`config.mk`:
```
export PLATFORM = sky130hd
export DESIGN_NAME = fmrv32im_axi_arb
export DESIGN_NICKNAME = d
export VERILOG_FILES = /design/src/rtl/fmrv32im_axi_arb.sv
export SDC_FILE = /design/constraint.sdc
export NUM_CORES = 1
export LEC_CHECK = 0
export ABC_AREA = 1
export CAP_MARGIN = 5
export CELL_PAD_IN_SITES_DETAIL_PLACEMENT = 0
export CELL_PAD_IN_SITES_GLOBAL_PLACEMENT = 1
export CORE_MARGIN = 8
export CORE_UTILIZATION = 26
export CTS_BUF_LIST = sky130_fd_sc_hd__clkbuf_4 sky130_fd_sc_hd__clkbuf_8
export CTS_CLUSTER_SIZE = 10
export DETAILED_ROUTE_END_ITERATION = 16
export PLACE_DENSITY = 0.82
export SLEW_MARGIN = 10
export SYNTH_ARGS = -nofsm -noshare
export SYNTH_HDL_FRONTEND = slang
export SYNTH_SLANG_ARGS = --single-unit
export TNS_END_PERCENT = 30
```
`constraint.sdc`:
```
create_clock -name clk -period 2.1 [get_ports clk]
set_input_delay 0.315 -clock clk [delete_from_list [all_inputs] [get_ports clk]]
set_output_delay 0.315 -clock clk [all_outputs]
set_load 0.02 [all_outputs]
```
`src/rtl/fmrv32im_axi_arb.sv`:
```
// Two-requester AXI4 single-beat master arbiter.
// Grants the instruction side (req0) or data side (req1) round-robin, then runs
// one AXI read or write at a time and returns a one-cycle ACK/ERR to the winner.
// Ports:
//   clk, rst_n                   clock, async active-low reset
//   REQ_VALID/WE/ADDR/WDATA/WSTB per-requester request (req1 in upper slices)
//   REQ_ACK/ERR/RDATA            completion pulse, error pulse, shared read data
//   M_AXI_AW*/W*/B*              AXI4 write address, data and response channels
//   M_AXI_AR*/R*                 AXI4 read address and data channels
module fmrv32im_axi_arb (
  input  logic        clk,
  input  logic        rst_n,
  input  logic [1:0]  REQ_VALID,
  input  logic [1:0]  REQ_WE,
  input  logic [63:0] REQ_ADDR,
  input  logic [63:0] REQ_WDATA,
  input  logic [7:0]  REQ_WSTB,
  output logic [1:0]  REQ_ACK,
  output logic [1:0]  REQ_ERR,
  output logic [31:0] REQ_RDATA,
  output logic [31:0] M_AXI_AWADDR,
  output logic        M_AXI_AWVALID,
  input  logic        M_AXI_AWREADY,
  output logic [31:0] M_AXI_WDATA,
  output logic [3:0]  M_AXI_WSTRB,
  output logic        M_AXI_WVALID,
  input  logic        M_AXI_WREADY,
  input  logic [1:0]  M_AXI_BRESP,
  input  logic        M_AXI_BVALID,
  output logic        M_AXI_BREADY,
  output logic [31:0] M_AXI_ARADDR,
  output logic        M_AXI_ARVALID,
  input  logic        M_AXI_ARREADY,
  input  logic [31:0] M_AXI_RDATA,
  input  logic [1:0]  M_AXI_RRESP,
  input  logic        M_AXI_RVALID,
  output logic        M_AXI_RREADY
);

  localparam int unsigned DW = 32;
  localparam int unsigned SW = DW / 8;

  typedef enum logic [2:0] {IDLE, RADDR, RDATA, WADDR, WRESP} state_t;

  state_t        state;
  logic          gnt;      // requester owning the current transaction
  logic          prio;     // requester favoured on the next tie
  logic [DW-1:0] addr_q;
  logic [DW-1:0] wdata_q;
  logic [SW-1:0] wstb_q;

  logic          gnt_c;
  logic [1:0]    gnt_oh_c;
  logic          aw_fin_c;
  logic          w_fin_c;

  // Round-robin pick: the favoured requester on a tie, otherwise whoever asks.
  always_comb begin
    gnt_c = prio;
    if (REQ_VALID != 2'b11) gnt_c = REQ_VALID[1];
  end

  assign gnt_oh_c = gnt ? 2'b10 : 2'b01;

  // A write channel is finished once its VALID is gone or handshakes this cycle.
  assign aw_fin_c = !M_AXI_AWVALID || M_AXI_AWREADY;
  assign w_fin_c  = !M_AXI_WVALID  || M_AXI_WREADY;

  // Payload registers feed the AXI buses directly so they stay put under VALID.
  assign M_AXI_ARADDR = addr_q;
  assign M_AXI_AWADDR = addr_q;
  assign M_AXI_WDATA  = wdata_q;
  assign M_AXI_WSTRB  = wstb_q;

  // Transaction FSM with registered handshake and completion outputs.
  always_ff @(posedge clk or negedge rst_n) begin
    if (!rst_n) begin
      state         <= IDLE;
      gnt           <= 1'b0;
      prio          <= 1'b0;
      addr_q        <= '0;
      wdata_q       <= '0;
      wstb_q        <= '0;
      REQ_ACK       <= '0;
      REQ_ERR       <= '0;
      REQ_RDATA     <= '0;
      M_AXI_ARVALID <= 1'b0;
      M_AXI_RREADY  <= 1'b0;
      M_AXI_AWVALID <= 1'b0;
      M_AXI_WVALID  <= 1'b0;
      M_AXI_BREADY  <= 1'b0;
    end else begin
      REQ_ACK <= '0;
      REQ_ERR <= '0;
      case (state)
        IDLE: begin
          // The ACK cycle still sees the old REQ_VALID, so hold off one cycle.
          if ((REQ_VALID != 2'b00) && (REQ_ACK == 2'b00)) begin
            gnt     <= gnt_c;
            prio    <= ~gnt_c;
            addr_q  <= gnt_c ? REQ_ADDR[63:32]  : REQ_ADDR[31:0];
            wdata_q <= gnt_c ? REQ_WDATA[63:32] : REQ_WDATA[31:0];
            wstb_q  <= gnt_c ? REQ_WSTB[7:4]    : REQ_WSTB[3:0];
            if (REQ_WE[gnt_c]) begin
              state         <= WADDR;
              M_AXI_AWVALID <= 1'b1;
              M_AXI_WVALID  <= 1'b1;
            end else begin
              state         <= RADDR;
              M_AXI_ARVALID <= 1'b1;
            end
          end
        end
        RADDR: begin
          if (M_AXI_ARREADY) begin
            M_AXI_ARVALID <= 1'b0;
            M_AXI_RREADY  <= 1'b1;
            state         <= RDATA;
          end
        end
        RDATA: begin
          if (M_AXI_RVALID) begin
            M_AXI_RREADY <= 1'b0;
            REQ_RDATA    <= M_AXI_RDATA;
            REQ_ACK      <= gnt_oh_c;
            REQ_ERR      <= (M_AXI_RRESP != 2'b00) ? gnt_oh_c : 2'b00;
            state        <= IDLE;
          end
        end
        WADDR: begin
          if (aw_fin_c && w_fin_c) begin
            M_AXI_AWVALID <= 1'b0;
            M_AXI_WVALID  <= 1'b0;
            M_AXI_BREADY  <= 1'b1;
            state         <= WRESP;
          end else begin
            if (M_AXI_AWREADY) M_AXI_AWVALID <= 1'b0;
            if (M_AXI_WREADY)  M_AXI_WVALID  <= 1'b0;
          end
        end
        WRESP: begin
          if (M_AXI_BVALID) begin
            M_AXI_BREADY <= 1'b0;
            REQ_ACK      <= gnt_oh_c;
            REQ_ERR      <= (M_AXI_BRESP != 2'b00) ? gnt_oh_c : 2'b00;
            state        <= IDLE;
          end
        end
        default: state <= IDLE;
      endcase
    end
  end

endmodule

```
==> reports/metrics.yaml <==
status:
  status: "completed"
power:
  leakage_nw: 4.05
  powerDensity_nw_per_um2: 1480
  power_frac_comb_pct: 55.2
  seqPwrFrac_pct: 29.9
  switchingPower_mw: 5.71
  p_int_mw: 7.39
  peakVddDrop_v: 0.000618
  power_switching_share_pct: 43.6
  p_clk_share_pct: 14.9
yosys:
  yosysTopAreaCell: "dfrtp_1"
  synth-xor-area-share_pct: 0
  synth_area_leaders: "dfrtp_1, nand2_1, nand3_1"
  yosysTopAreaCellShare_pct: 55.5
  synth_edf_count: 0
  ys_ff_latch: 114
  synth-simple-area-share_pct: 34.6
  synth-compound-area-share_pct: 1.14
  synth_area_um2: 5140
  synth_top_family_by_area: "simple AND/OR/NAND/NOR gates"
  yosysSeqAreaShare_pct: 55.5
  synth_most_common_cell: "nand2_1"
  synthFlopType: "dfrtp_1"
  synth_fa_ha_area_share_pct: 0
  yosysWarnings: 0
  yosys-top-cells-count: "nand2_1, dfrtp_1, nand3_1"
  syn-instance-count: 638
  synth.distinct_cells: 21
  post_synth.cell_area_avg_um2: 8.06
  syn_nets: 821
  muxShareOfSynthArea_pct: 0
  async_flop_share_pct: 100
clocking:
  cts.path.max_buffers: 2
  cts_resized: 0
  clockRootBuffer: "clkbuf_8"
  cts.htree.levels: 4
  cts_buffers: 17
  clk_pin_slew_ps: 90
  worstSkewPairLatency_ps: 430
  cts_tree: "built"
  clock-sinks: 114
  post_cts_buffers: 0
detailed_routing:
  ant_nets: 0
  dr_total_vias: 5142
  dr.pass1.iters: 5
  wl_um: 19900
  detail_route.iter0.violations: 273
  vias_per_cell: 4.25
  drc: 0
  routedWlPerCell_um: 16.4
timing:
  clock_skew_ps: 9.82
  finalHoldViolations: 0
  period_needed_ps: 1840
  maxSlewHeadroom_pct: 58.4
  setup_tns_ps: 0
  period_share_pct: 87.6
  fin_hold_ws_ps: 343
  tightestPinTransition_ps: 623
  timing.final.ws_setup_ps: 260
  slew_viol_final: 0
  setup_viol: 0
  fmax_ghz: 0.544
  rsz0062_at_grt: "no"
placement:
  place_area_um2: 8470
  post-place-ws_ps: 204
  place_congestion: 0.796
  hpwl_um: 14900
  portBuffers: 323
floorplanning:
  start_util_pct: 26.4
  die_x_um: 157
  io_pins: 324
  dieArea_um2: 24500
  die_h_um: 157
  row_count: 51
  core-area_um2: 19500
run:
  max-cap-violations: 0
layout:
  nFillCells: 1934
  fin_area_um2: 8840
  diodes: 0
  register_area_um2: 2850
  multi_input_area_um2: 1840
  drive_above_1_share_pct: 5.29
  area_growth_pct: 72.0
  finalNetCount: 1115
  final_core_util_pct: 45.4
min_path:
  holdCritPathClass: "in -> async"
critical_path:
  cp_cell_sequence: "clkdlybuf4s50_1"
  cp-start-kind: "flop"
  crit_buf_inv: 1
  crit_slowest_cell: "clkdlybuf4s50_1"
  crit_type: "reg -> out"
  cp.required_ps: 1780
  max_stage_delay_ps: 650
  cp_top_family: "buffers and inverters"
  critPathArrivalTime_ps: 1520
  crit_path_end_kind: "primary output"
  crit_fanout: 3
global_routing:
  antenna_found_initial: 0
  grt_pass1_vias: 5201
  grt_max_degree: 56
  grt_pass1_wl_um: 29900
  grt_use_total_pct: 15.8
  grt_overflow_total: 0
## sequential cells by signal (all words and copies together) (netlist names), 2 cells and up
register	flops
M_AXI_ARADDR	32
REQ_ERR	2
M_AXI_WDATA	32
state	3
REQ_ACK	2
M_AXI_WSTRB	4
REQ_RDATA	32
## path summary, 6_finish.rpt
check                                                 start                          to  slack [ps]  cells after the start
min in group clk                            M_AXI_RDATA[19]   REQ_RDATA[19]$_DFFE_PN0P_         400                      3
max in group asynchronous                             rst_n  M_AXI_WDATA[0]$_DFFE_PN0P_        1130                      3
worst max register to register         state[2]$_DFFE_PN0P_  M_AXI_WDATA[8]$_DFFE_PN0P_         380                      6
worst min-delay path                                  rst_n   REQ_RDATA[11]$_DFFE_PN0P_         340                      2
worst min register to register     REQ_RDATA[1]$_DFFE_PN0P_    REQ_RDATA[1]$_DFFE_PN0P_         470                      2
worst max-delay path            M_AXI_ARADDR[3]$_DFFE_PN0P_             M_AXI_AWADDR[3]         260                      1
## power by group through the flow
| stage | Clock (mW) | Sequential, mW | Combinational (mW) |
|---|---|---|---|
| final | 1.95 | 3.92 | 7.23 |
| after detailed placement | 0 | 3.94 | 7.36 |
| after CTS | 2.03 | 3.93 | 7.38 |
| after global routing | 2.14 | 4.06 | 7.80 |
| after global placement | 0 | 3.93 | 7.29 |
| after floorplan | 0 | 5.02 | 2.88 |
## layout make-up
| class | count | area share, % |
|---|---|---|
| clock buffers | 18 | 2.80 |
| clock inverters | 14 | 1.36 |
| inverters | 18 | 0.764 |
| multi-input cells | 446 | 20.8 |
| flip-flops and latches | 114 | 32.3 |
| well taps | 265 | 3.75 |
| repair buffers | 335 | 38.3 |
## per-layer routing
metal	vias to the layer above	track usage (%)	wire length, um
met2	219	27.2	9960
met3	19	5.54	1720
li1	2541	-	-
met4	0	5.35	325
met5	-	0	0
met1	2363	17.8	7870
## cells by family after synthesis
| group | after synthesis |
|---|---|
| AO/OA/AOI/OAI | 9 |
| buffers and inverters | 78 |
| flip-flops | 114 |
| AND/OR/NAND/NOR | 437 |
## placed cells by master (no fill, tap or decap), types with 4 or more instances in the layout
cell	count
a21oi_1	4
buf_12	5
buf_4	7
clkbuf_8	18
clkdlybuf4s50_1	322
dfrtp_1	114
inv_1	17
inv_6	6
nand2_1	337
nand3_1	78
nor2_1	15
## per-stage QoR
stage	cells	power [mW]
after global placement	1177	11.2
final	1210	13.1
after floorplan	638	7.91
after CTS	1210	13.3
after global routing	1210	14.0
after detailed placement	1177	11.3
## what timing repair did
action,in CTS,in global routing
hold endpoints to repair,21,0
hold buffers,1,0
endpoints found under the setup margin,0,0
Note: power is estimated with default switching activity, not from simulation.
